<file path="config.mk">
export PLATFORM = sky130hd
export DESIGN_NAME = usb_tx_encoder
export DESIGN_NICKNAME = d
export VERILOG_FILES = /design/src/rtl/usb_tx_pkg.sv /design/src/rtl/usb_crc16.sv /design/src/rtl/usb_tx_encoder.sv
export SDC_FILE = /design/constraint.sdc
export NUM_CORES = 1
export LEC_CHECK = 0
export ABC_AREA = 1
export BUFFER_PORTS_ARGS = -buffer_cell sky130_fd_sc_hd__buf_2
export CORE_ASPECT_RATIO = 1.2
export CORE_UTILIZATION = 30
export CTS_CLUSTER_SIZE = 24
export DETAILED_ROUTE_END_ITERATION = 6
export RECOVER_POWER = 50
export SKIP_LAST_GASP = 1
export SYNTH_ARGS = -nofsm -noshare
export SYNTH_HDL_FRONTEND = slang
export SYNTH_SLANG_ARGS = --single-unit
</file>
<file path="constraint.sdc">
create_clock -name clk -period 2.02 [get_ports clk]
set_input_delay 0.404 -clock clk [delete_from_list [all_inputs] [get_ports clk]]
set_output_delay 0.404 -clock clk [all_outputs]
set_load 0.005 [all_outputs]
</file>
<file path="src/rtl/usb_tx_pkg.sv">
// Shared packet codes, PIDs, CRC constants and FSM states for the USB
// full-speed transmit encoder.
package usb_tx_pkg;

    typedef enum logic [2:0] {
        PKT_NONE  = 3'd0,
        PKT_DATA0 = 3'd1,
        PKT_DATA1 = 3'd2,
        PKT_ACK   = 3'd3,
        PKT_NAK   = 3'd4,
        PKT_STALL = 3'd5
    } tx_pkt_e;

    localparam logic [3:0] PID_DATA0 = 4'h3;
    localparam logic [3:0] PID_DATA1 = 4'hB;
    localparam logic [3:0] PID_ACK   = 4'h2;
    localparam logic [3:0] PID_NAK   = 4'hA;
    localparam logic [3:0] PID_STALL = 4'hE;

    localparam logic [7:0]  SYNC_BYTE  = 8'h80;
    localparam logic [15:0] CRC16_POLY = 16'h8005;
    localparam logic [15:0] CRC16_INIT = 16'hFFFF;

    typedef enum logic [2:0] {
        S_IDLE,
        S_SYNC,
        S_PID,
        S_DATA,
        S_CRC_LO,
        S_CRC_HI,
        S_EOP_SE0,
        S_EOP_J
    } tx_state_e;

    function automatic logic pkt_valid(input logic [2:0] code);
        return (code >= 3'd1) && (code <= 3'd5);
    endfunction

    function automatic logic pkt_is_data(input tx_pkt_e p);
        return (p == PKT_DATA0) || (p == PKT_DATA1);
    endfunction

    // PID byte carries the check nibble (complement) in the upper half.
    function automatic logic [7:0] pid_byte(input tx_pkt_e p);
        logic [3:0] pid;
        case (p)
            PKT_DATA0: pid = PID_DATA0;
            PKT_DATA1: pid = PID_DATA1;
            PKT_ACK:   pid = PID_ACK;
            PKT_NAK:   pid = PID_NAK;
            default:   pid = PID_STALL;
        endcase
        return {~pid, pid};
    endfunction

    function automatic logic [15:0] reflect16(input logic [15:0] v);
        logic [15:0] r;
        for (int i = 0; i < 16; i++) r[i] = v[15-i];
        return r;
    endfunction

endpackage

</file>
<file path="src/rtl/usb_crc16.sv">
// Serial CRC16, LSB-first (reflected) shift; one payload bit per enabled clock.
module usb_crc16
    import usb_tx_pkg::*;
(
    input  logic        clk,
    input  logic        rst,
    input  logic        clr,
    input  logic        shift_en,
    input  logic        din,
    output logic [15:0] crc
);

    localparam logic [15:0] POLY_R = reflect16(CRC16_POLY);

    always_ff @(posedge clk or posedge rst) begin
        if (rst)
            crc <= CRC16_INIT;
        else if (clr)
            crc <= CRC16_INIT;
        else if (shift_en)
            crc <= {1'b0, crc[15:1]} ^ ((crc[0] ^ din) ? POLY_R : 16'h0000);
    end

endmodule

</file>
<file path="src/rtl/usb_tx_encoder.sv">
// USB full-speed packet serializer: SYNC, PID, payload + CRC16, EOP with
// on-the-fly bit stuffing and NRZI onto D+/D-.
module usb_tx_encoder
    import usb_tx_pkg::*;
#(
    parameter int CLKS_PER_BIT = 4,
    parameter int MAX_PAYLOAD  = 64
) (
    input  logic       clk,
    input  logic       rst,
    input  logic       tx_start,
    input  logic [2:0] tx_packet,
    input  logic [6:0] buffer_occupancy,
    input  logic [7:0] tx_packet_data,
    output logic       get_tx_packet_data,
    output logic       dplus_out,
    output logic       dminus_out,
    output logic       tx_transfer_active,
    output logic       tx_done,
    output logic       tx_error
);

    localparam int               CNT_W     = (CLKS_PER_BIT > 1) ? $clog2(CLKS_PER_BIT) : 1;
    localparam logic [CNT_W-1:0] CNT_LAST  = CNT_W'(CLKS_PER_BIT - 1);
    localparam logic [6:0]       MAX_BYTES = 7'(MAX_PAYLOAD);

    tx_state_e        state, state_d;
    tx_pkt_e          pkt;
    logic [CNT_W-1:0] bit_cnt;
    logic [2:0]       bit_idx;
    logic [2:0]       ones_cnt;
    logic             stuff_now;
    logic             prev_k;
    logic             have_next;
    logic             fetch_d;
    logic [6:0]       req_left;
    logic [7:0]       data_hold;
    logic [7:0]       cur_data;
    logic [7:0]       pid_b;
    logic [15:0]      crc;

    logic bit_end, in_bits, cur_bit, line_k, stuff_due, advance;
    logic byte_done, start_ok, load_data, crc_en;

    assign bit_end  = (bit_cnt == CNT_LAST);
    assign in_bits  = state inside {S_SYNC, S_PID, S_DATA, S_CRC_LO, S_CRC_HI};
    assign pid_b    = pid_byte(pkt);
    assign start_ok = (state == S_IDLE) && tx_start && pkt_valid(tx_packet);

    always_comb begin
        cur_bit = 1'b0;
        if (!stuff_now) begin
            case (state)
                S_SYNC:   cur_bit = SYNC_BYTE[bit_idx];
                S_PID:    cur_bit = pid_b[bit_idx];
                S_DATA:   cur_bit = cur_data[bit_idx];
                S_CRC_LO: cur_bit = ~crc[{1'b0, bit_idx}];
                S_CRC_HI: cur_bit = ~crc[{1'b1, bit_idx}];
                default:  cur_bit = 1'b0;
            endcase
        end
    end

    // prev_k is the line state before this bit; a 0 toggles it.
    assign line_k    = prev_k ^ ~cur_bit;
    assign stuff_due = in_bits && bit_end && !stuff_now && cur_bit && (ones_cnt == 3'd5);
    assign advance   = in_bits && bit_end && !stuff_due;
    assign byte_done = advance && (bit_idx == 3'd7);
    assign crc_en    = (state == S_DATA) && bit_end && !stuff_now;

    // Fetch at the start of the last real bit of PID or of the current data byte.
    assign get_tx_packet_data = ((state == S_PID) || (state == S_DATA)) && (bit_cnt == '0)
                                && (bit_idx == 3'd7) && !stuff_now && (req_left != 7'd0);

    always_comb begin
        state_d = state;
        case (state)
            S_IDLE:    if (start_ok) state_d = S_SYNC;
            S_SYNC:    if (byte_done) state_d = S_PID;
            S_PID:     if (byte_done)
                           state_d = !pkt_is_data(pkt) ? S_EOP_SE0 : (have_next ? S_DATA : S_CRC_LO);
            S_DATA:    if (byte_done) state_d = have_next ? S_DATA : S_CRC_LO;
            S_CRC_LO:  if (byte_done) state_d = S_CRC_HI;
            S_CRC_HI:  if (byte_done) state_d = S_EOP_SE0;
            S_EOP_SE0: if (bit_end && (bit_idx == 3'd1)) state_d = S_EOP_J;
            S_EOP_J:   if (bit_end) state_d = S_IDLE;
            default:   state_d = S_IDLE;
        endcase
    end

    assign load_data = byte_done && (state_d == S_DATA);

    always_ff @(posedge clk or posedge rst) begin
        if (rst)
            state <= S_IDLE;
        else
            state <= state_d;
    end

    always_ff @(posedge clk or posedge rst) begin
        if (rst) begin
            pkt       <= PKT_NONE;
            bit_cnt   <= '0;
            bit_idx   <= 3'd0;
            ones_cnt  <= 3'd0;
            stuff_now <= 1'b0;
            prev_k    <= 1'b0;
            have_next <= 1'b0;
            fetch_d   <= 1'b0;
            req_left  <= 7'd0;
            data_hold <= 8'h00;
            cur_data  <= 8'h00;
            tx_error  <= 1'b0;
        end else begin
            fetch_d  <= get_tx_packet_data;
            tx_error <= (state == S_IDLE) && tx_start && !pkt_valid(tx_packet);

            if (state == S_IDLE) begin
                bit_cnt   <= '0;
                bit_idx   <= 3'd0;
                ones_cnt  <= 3'd0;
                stuff_now <= 1'b0;
                prev_k    <= 1'b0;
                have_next <= 1'b0;
                if (start_ok) begin
                    pkt      <= tx_pkt_e'(tx_packet);
                    req_left <= !pkt_is_data(tx_pkt_e'(tx_packet)) ? 7'd0 :
                                (buffer_occupancy > MAX_BYTES) ? MAX_BYTES : buffer_occupancy;
                end
            end else begin
                bit_cnt <= bit_end ? '0 : bit_cnt + 1'b1;
                if (advance || ((state == S_EOP_SE0) && bit_end))
                    bit_idx <= bit_idx + 3'd1;
                if (in_bits && bit_end) begin
                    stuff_now <= stuff_due;
                    ones_cnt  <= (cur_bit && !stuff_due) ? ones_cnt + 3'd1 : 3'd0;
                    prev_k    <= line_k;
                end
                if (get_tx_packet_data) begin
                    req_left  <= req_left - 7'd1;
                    have_next <= 1'b1;
                end else if (load_data) begin
                    have_next <= 1'b0;
                end
            end

            if (fetch_d)
                data_hold <= tx_packet_data;
            if (load_data)
                cur_data <= data_hold;
        end
    end

    usb_crc16 u_crc (
        .clk      (clk),
        .rst      (rst),
        .clr      (state == S_SYNC),
        .shift_en (crc_en),
        .din      (cur_bit),
        .crc      (crc)
    );

    always_comb begin
        dplus_out  = 1'b1;
        dminus_out = 1'b0;
        if (in_bits) begin
            dplus_out  = ~line_k;
            dminus_out = line_k;
        end else if (state == S_EOP_SE0) begin
            dplus_out  = 1'b0;
            dminus_out = 1'b0;
        end
    end

    assign tx_transfer_active = (state != S_IDLE);
    assign tx_done            = (state == S_EOP_J) && bit_end;

endmodule
</file>
==> After elaboration in Yosys (flattened, before gate mapping) <==
Memory sizes are Yosys's and may differ from the RTL's.
Cells that the tools add are included.
{ "word_totals": {"register_bits": 58, "rom_bits": 8, "in_bits": 21, "out_inout_bits": 6, "wordCells": 140, "mem_count": 1} }
{ "classes": {"n_addsub": 4, "magnitude_cmp": 6, "eq_ne": 19, "mux": 48, "bitwise": 8, "n_reduce_logical": 40} }
{ "mem_list": {"columns": ["memory", "depth", "width", "read_ports", "rd_ports_with_merged_regs", "write_ports", "line_no", "source"], "rows": [
  ["(no name shown)", 8, 1, 1, 0, 0, "usb_tx_encoder.sv:54", "S_SYNC: cur_bit = SYNC_BYTE[bit_idx];"]
]} }
{ "op_table": {"columns": ["op", "n"], "rows": [
  ["two-way mux 16 bit", 3],
  ["two-way mux 3 bit", 15],
  ["two-way mux 7 bit", 5],
  ["case mux 3 bit (8 select lines)", 1],
  ["equality test 3 bit, second input constant", 7],
  ["logical AND 1 bit", 21],
  ["equality test 3 x 2 -> 1 bit, second input constant", 6],
  ["two-way mux 1 bit", 16],
  ["case mux 4 bit (4 select lines)", 1],
  ["XOR 15 x 16 -> 16 bit", 1],
  ["binary-select mux 1 bit (select 3 bit)", 4],
  ["equality test 3 x 1 -> 1 bit, second input constant", 4],
  ["nonzero test 2 bit", 4],
  ["> comparator 7 bit, second input constant", 1],
  ["nonzero test 7 bit", 1],
  ["subtractor 7 x 1 -> 7 bit, second input constant", 1],
  ["adder 3 x 1 -> 3 bit, second input constant", 2],
  ["nonzero test 3 bit", 2],
  ["less-than comparator 3 x 5 -> 1 bit, second input constant", 1],
  ["less-than comparator 4 x 5 -> 1 bit, second input constant", 1],
  ["case mux 1 bit (5 select lines)", 1],
  ["nonzero test 5 bit", 1],
  ["logical OR 1 bit", 4],
  ["less-than comparator 3 x 4 -> 1 bit, second input constant", 1],
  ["other kinds (13)", 21]
]} }

==> Logic depth before layout (Yosys ltp) <==
Gate-level depths: netlist (run 1).
{ "logic_depth": {"ltp_word": 19, "ltp_mapped": 21, "depth_no_buf": 20} }

==> By module <==
Synthesis (run 1) repeated with hierarchy kept, for this count alone.
{ "hier_totals": {"hier_cells": 428, "hier_area_um2": 3467.1} }
{ "by_module_without_submodules": {"columns": ["module", "n_inst", "cells_per_inst", "area_each_um2", "seq_area_each_um2"], "rows": [
  ["usb_tx_encoder", 1, 360, 2716.4, 1051.0],
  ["usb_crc16", 1, 68, 750.7, 420.4]
]} }

==> Worst setup path after synthesis (run 1) <==
Ideal clock, no wire load.
{ "synth_path": {"kind": "register to output", "startpoint": "register bit_idx[1]", "endpoint": "output dplus_out", "arrival_ns": 1.823, "required_ns": 1.616, "setup_slack_ns": -0.207, "path_stages_with_launch": 12, "n_path_buf": 0, "path_cell_list": "dfrtp_1 -> ha_1 -> ha_1 -> nor2_1 -> nor2_1 -> nand2_1 -> nand3_2 -> nand2_1 -> xor2_1 -> inv_1 -> nor3_1 -> nor2_1"} }
{ "synth_via": {"elab_chain_len": 9, "word_cells_on_any_way": 18, "cone_classes": "mux: 12; bitwise: 5; memory: 1"} }
{ "synth_lines": {"columns": ["item", "line_no", "source"], "rows": [
  ["start: declaration", "usb_tx_encoder.sv:30", "logic [2:0] bit_idx;"],
  ["start signal: assignment", "usb_tx_encoder.sv:133", "bit_idx <= bit_idx + 3'd1;"],
  ["parallel branches: the longest is 3 deep, another holds memory (8 x 1 bit)", null, null],
  ["case mux 1 bit (5 select lines) (*)", "usb_tx_encoder.sv:53", "case (state)"],
  ["two-way mux 1 bit (*)", "usb_tx_encoder.sv:52", "if (!stuff_now) begin"],
  ["NOT 1 bit (*)", "usb_tx_encoder.sv:65", "assign line_k = prev_k ^ ~cur_bit;"],
  ["XOR 1 bit (*)", "usb_tx_encoder.sv:65", null],
  ["NOT 1 bit (*)", "usb_tx_encoder.sv:167", "dplus_out = ~line_k;"],
  ["two-way mux 1 bit (*)", "usb_tx_encoder.sv:166", "if (in_bits) begin"],
  ["end: declaration", "usb_tx_encoder.sv:16", "output logic dplus_out,"]
]} }
Every way passes the cells marked *. The select of a mux whose other input is x is not followed.

==> Final worst setup path (run 1) <==
{ "layout_path": {"startpoint": "register bit_idx[0]", "endpoint": "output dplus_out"} }
Same word-level chain as after synthesis.

==> flow_metrics.tcl, run 1 <==
set metrics [dict create \
    status "finished, violations left" \
    violations "negative setup slack" \
    hold_viol_final 0 \
    synth.distinct_cells 37 \
    timing.max_cap.violations 0 \
    first_pass_iters 4 \
    rsz0062_at_grt "yes" \
    viasPerCell 4.67 \
    holdPathEnd "data_hold[5]" \
    avgRoutedWirePerCell_um 12.6 \
    die_h_um 118 \
    grt_usage 0.154 \
    cts_tree "done" \
    gp_congestion 0.909 \
    tightest_slew_ns 1.46 \
    numCtsBuffers 9 \
    holdPathStages 2 \
    power_density_nw_per_um2 1550 \
    cp.required_ns 1.62 \
    drcViolationCount 0 \
    setup_ws_ns -0.512 \
    yosysWarnings 0 \
    crit_family "simple AND/OR/NAND/NOR gates" \
    yosys-top-cells-area "dfrtp_1 31%, dfstp_2 12%, nand2_1 11%" \
    synthDominantCellAreaShare 0.310 \
    syn_nets 452 \
    ys_seq_area_frac 0.434 \
    drt-total-wl_um 8300 \
    grt_max_degree 59 \
    diodes 0 \
    fp.dieW_um 99.0 \
    timing.hold.ws_ns 0.304 \
    area_growth_pct 44.2 \
    start_util 0.307 \
    cts-root-buf "clkbuf_16" \
    syn_inst 418 \
    total_power_mw 7.56 \
    synth_top_cell_by_area "dfrtp_1" \
    synth_seq_cells 58 \
    crit_fanout 7 \
    hold_class "in -> reg" \
    critPathLaunchType "flip-flop" \
    r2r_cells 22 \
    cp_cell_sequence "buf_6, nand2_2, nand2_1, nand2_1, nand3_2, nand3_2, nand2_2, inv_2, nand3_2, nand2_2, xor2_1, inv_1, nor3_2, nor2_1, buf_2" \
    clk_path_buf_depth 2 \
    clkLatencyLatePin_ns 0.33 \
    clkTransAtPathRegs_ns 0.05 \
    syn_area_per_cell_sq_um 8.10 \
    cts.sinks 58 \
    leakage_nw 2.52 \
    design.core.area_sq_um 11000 \
    max_slew_margin 0.0270 \
    finalMaxSlewViolations 0 \
    vias 3086 \
    rows 42 \
    grt_pass1_vias 3206 \
    drive_gt1_frac 0.414 \
    ant_nets 0 \
    hp-start "tx_packet_data[5]" \
    worstSetupEndpointType "output pin" \
    crit_arrival_ns 2.13 \
    antenna_found_initial 0 \
    max_stage_delay_ns 0.48 \
    ioPinCount 27 \
    worstSetupPathType "reg -> out" \
    skew_ns 0.00709 \
    critPathSlowestCell "dfrtp_2" \
    worstReg2RegEnd "cur_data[1]" \
    nFillCells 1066 \
    worstReg2RegStart "bit_idx[0]" \
    cts_hold_buf 0 \
    syn-cell-area_sq_um 3390 \
    htreeDepth 3 \
    die_area_sq_um 11700 \
    setup_viol 20 \
    grt_pass1_wl_um 14200 \
    port-buffer-count 26 \
    timing.final.crit_period_ns 2.53 \
    cp_num_buf_inv 4 \
    overflow 0 \
    fmaxAchievable_mhz 395 \
    drt_iter0_markers 131 \
    ir_worst_vdd_mv 0.947 \
    hpwlAfterDp_um 5750 \
    post-route-period-util 1.25 \
    r2r_setup_slack_ns -0.51 \
    nets 558 \
]
[worst max-delay path by stage]
stage / start / end / slack [ns] / cells past startpoint
global route: bit_idx[0] / cur_data[1] / -0.70 / 22
finish: bit_idx[0] / dplus_out / -0.51 / 15
global placement: state[1] / cur_data[7] / -0.16 / 17
detailed placement: bit_idx[0] / cur_data[4] / -0.17 / 17
floorplan: bit_idx[0] / have_next / -0.06 / 18
CTS: bit_idx[0] / dplus_out / -0.48 / 15
[power by group]
part,internal (mW),total [mW],switching [mW]
Clock,1.21,1.79,0.577
Combinational,1.86,3.96,2.10
Sequential,1.54,1.81,0.272
[layer usage]
layer | vias to the layer above | GRT usage | part of all wire
met4 | 0 | 0.0709 | 0.026
met2 | 51 | 0.264 | 0.50
met1 | 1448 | 0.180 | 0.44
met5 | - | 0 | 0
met3 | 16 | 0.0367 | 0.032
li1 | 1571 | - | -
[flip-flops by register name (all words and copies together) (netlist names)]
signal     flops
pkt            3
bit_idx        3
u_crc.crc     16
ones_cnt       3
data_hold      8
cur_data       8
req_left       7
bit_cnt        2
tx_error       1
have_next      1
fetch_d        1
prev_k         1
state          3
stuff_now      1
[kinds of logic (layout without fill, tap and decap cells)]
| family | count (synthesis) | count (layout) | synth area share |
|---|---|---|---|
| AND/OR/NAND/NOR | 198 | 199 | 0.277 |
| adder cells (fa/ha/maj) | 13 | 13 | 0.0480 |
| AO/OA/AOI/OAI | 53 | 53 | 0.0957 |
| buffers and inverters | 80 | 190 | 0.0972 |
| XOR/XNOR | 8 | 8 | 0.0207 |
| multiplexers | 8 | 8 | 0.0266 |
| flip-flops | 58 | 58 | 0.434 |
[synth_stat cells]
master / number
a21oi_4: 1
nor3_4: 1
inv_2: 8
nor2_4: 2
a22o_1: 1
buf_6: 3
nor2_8: 1
nand3_2: 2
a31oi_1: 4
nor4_1: 1
nand4_1: 5
inv_1: 62
o211ai_1: 1
nand4_2: 1
o221ai_1: 1
inv_4: 1
mux2_2: 8
o31ai_1: 3
nor2_1: 28
a21oi_1: 11
nor3_1: 5
nand2_4: 2
dfrtp_1: 42
o22ai_1: 4
nand2_1: 99
nand3_4: 2
a22oi_1: 8
xnor2_1: 2
buf_4: 1
clkbuf_1: 5
o21ai_0: 19
nand3_1: 44
xor2_1: 6
nor2_2: 3
ha_1: 13
nand2_2: 2
dfstp_2: 16
[layout by cell type, fill, tap and decap left out, types with 4 or more instances in the layout]
| cell type | count |
|---|---|
| nand2_1 | 81 |
| buf_4 | 62 |
| inv_1 | 59 |
| dfrtp_1 | 39 |
| nand3_1 | 29 |
| nor2_1 | 27 |
| buf_2 | 26 |
| nand2_2 | 17 |
| nand3_2 | 16 |
| dfstp_2 | 16 |
| o21ai_0 | 15 |
| buf_6 | 12 |
| inv_2 | 10 |
| ha_1 | 10 |
| a21oi_1 | 9 |
| clkbuf_16 | 9 |
| mux2_2 | 8 |
| a22oi_1 | 8 |
| nand2_4 | 6 |
| xor2_1 | 6 |
| nand4_1 | 5 |
| o22ai_1 | 4 |
| nor3_1 | 4 |
| nor2_4 | 4 |
[final cells by class]
cell class | instances | area [sq um] | share of cell area
clock buffers | 9 | 225 | 0.0461
clock inverters | 7 | 125 | 0.0256
inverters | 71 | 277 | 0.0566
multi-input cells | 281 | 1840 | 0.377
flip-flops and latches | 58 | 1480 | 0.302
well taps | 132 | 165 | 0.0338
repair buffers | 103 | 776 | 0.159
[stage by stage]
step	area, sq um	utilization	setup slack [ns]	TNS (ns)	cells
after CTS	4740	0.430	-0.484	-6.51	658
after floorplan	3440	-	-0.0645	-0.632	418
after global routing	4880	0.443	-0.699	-10.40	661
after detailed placement	4180	0.378	-0.170	-1.86	629
final	4880	0.443	-0.512	-7.04	661
after global placement	4180	0.378	-0.158	-1.64	629
[repair_timing]
action,CTS,global route
setup buffers,11,6
setup endpoints to repair,19,30
pin swaps,5,29
resized for setup,30,40
cloned,2,0
Note: power is estimated with default switching activity, not from simulation.
==> run 2: changes to the inputs <==
==> constraint.sdc (replaced) <==
create_clock -name clk -period 2.15 [get_ports clk]
set_input_delay 0.43 -clock clk [delete_from_list [all_inputs] [get_ports clk]]
set_output_delay 0.43 -clock clk [all_outputs]
set_load 0.005 [all_outputs]
==> flow_metrics.tcl, run 2 (synthesized netlist as in run 1, its figures left out) <==
set metrics [dict create \
    dpl_cell_area_sq_um 4040 \
    overflow 0 \
    grt_max_degree 24 \
    cp.required_ns 1.72 \
    timing.max_cap.violations 0 \
    timing.final.crit_period_ns 2.51 \
    area_growth_pct 32.9 \
    r2r_cells 18 \
    max_slew_margin 0.189 \
    design.core.area_sq_um 11000 \
    fin_util 0.408 \
    grt_pass1_vias 3002 \
    critPathLaunchType "flip-flop" \
    hold_viol_final 0 \
    diodes 0 \
    finalMaxSlewViolations 0 \
    vias 3025 \
    rsz0062_at_grt "yes" \
    cts_hold_buf 0 \
    seq_area_sq_um 1470 \
    ioPinCount 27 \
    final_common_cell "nand2_1" \
    tightest_slew_ns 1.22 \
    cts-root-buf "clkbuf_16" \
    htreeDepth 3 \
    status "finished, violations left" \
    cts.sinks 58 \
    rows 42 \
    numCtsBuffers 9 \
    post-route-period-util 1.17 \
    worstSetupPathType "reg -> out" \
    layout_common_cells "88 x nand2_1, 59 x inv_1, 48 x buf_4, 40 x dfrtp_1, 36 x nand3_1" \
    stdcell_count 639 \
    hold_class "in -> async" \
    avgRoutedWirePerCell_um 12.2 \
    port-buffer-count 26 \
    setup_ws_ns -0.356 \
    power_density_nw_per_um2 1400 \
    ir_worst_vdd_mv 0.581 \
    antenna_found_initial 0 \
    skew_ns 0.00534 \
    first_pass_iters 4 \
    nFillCells 1118 \
    nets 536 \
    violations "negative setup slack" \
    dp_cells 617 \
    cts_tree "done" \
    worstReg2RegStart "bit_idx[0]" \
    hpwlAfterDp_um 5850 \
    drcViolationCount 0 \
    crit_fanout 5 \
    viasPerCell 4.73 \
    grt_pass1_wl_um 13600 \
    worstReg2RegEnd "cur_data[7]" \
    start_util 0.307 \
    grt_usage 0.147 \
    design_area_sq_um 4500 \
    regMostFlops "u_crc.crc" \
    clk_path_buf_depth 2 \
    drt-total-wl_um 7820 \
    die_area_sq_um 11700 \
    leakage_nw 2.35 \
    fmaxAchievable_mhz 399 \
    fp.dieW_um 99.0 \
    largestRegisters "u_crc.crc (16), cur_data (8), data_hold (8)" \
    pre_cts_ws_ns -0.0577 \
    clkTransAtPathRegs_ns 0.06 \
    drt_iter0_markers 153 \
    crit_arrival_ns 2.08 \
    drive_gt1_frac 0.355 \
    largest_register_ffs 16 \
    r2r_setup_slack_ns -0.19 \
    ant_nets 0 \
    worstSetupEndpointType "output pin" \
    setup_viol 17 \
    die_h_um 118 \
    gp_congestion 0.926 \
    total_power_mw 6.32 \
    clkLatencyLatePin_ns 0.33 \
    multi_input_area_sq_um 1720 \
]
-- run 2: repair_timing --
| action | CTS | global route |
|---|---|---|
| gates resized for setup | 7 | 35 |
| cloned | 0 | 1 |
| endpoints found under the setup margin | 13 | 26 |
| pin swaps | 3 | 9 |
| buffers inserted | 3 | 2 |
-- run 2: critical path: stages, from the launching register on --
cell,delay [ns]
dfrtp_2,0.49
buf_6,0.16
a21oi_2,0.11
nand2_1,0.09
nand2_1,0.07
nand2_1,0.07
nand3_2,0.09
nand3_4,0.10
nand2_4,0.08
xor2_2,0.14
inv_2,0.05
nor3_2,0.12
nor2_1,0.05
buf_2,0.12
-- run 2: layout make-up --
| cell class | instances | share of cell area |
|---|---|---|
| Clock buffer | 10 | 0.0509 |
| Clock inverter | 6 | 0.00945 |
| Inverter | 71 | 0.0609 |
| Multi-Input combinational cell | 280 | 0.381 |
| Sequential cell | 58 | 0.327 |
| Tap cell | 132 | 0.0367 |
| Timing Repair Buffer | 82 | 0.133 |
-- run 2: worst max-delay path by stage --
stage | start | end | slack [ns] | depth (start not counted)
floorplan | state[2] | have_next | 0.02 | 17
detailed placement | bit_idx[0] | dplus_out | -0.06 | 14
global route | bit_idx[0] | dplus_out | -0.50 | 13
CTS | bit_idx[0] | dplus_out | -0.35 | 15
finish | bit_idx[0] | dplus_out | -0.36 | 13
global placement | bit_idx[0] | dplus_out | -0.02 | 15
-- run 2: per-stage QoR --
stage               hold slack [ns]  TNS, ns
finish                        0.271    -2.87
CTS                           0.154    -1.93
global placement              0.449   -0.110
global route                  0.321    -7.48
detailed placement            0.462   -0.485
floorplan                     0.438        0
-- run 2: where the power goes --
part / switching [mW] / leakage [nW] / total [mW] / internal, mW
clock network: 0.528 / 0.129 / 1.31 / 0.780
logic: 1.81 / 1.51 / 3.33 / 1.52
registers: 0.239 / 0.715 / 1.68 / 1.44
total: 2.58 / 2.35 / 6.32 / 3.74
-- run 2: per-layer routing --
layer  wire length [um]  global-route usage
met5                  0                   0
met4                216              0.0849
met3                178              0.0254
met2               4040               0.253
met1               3390               0.170
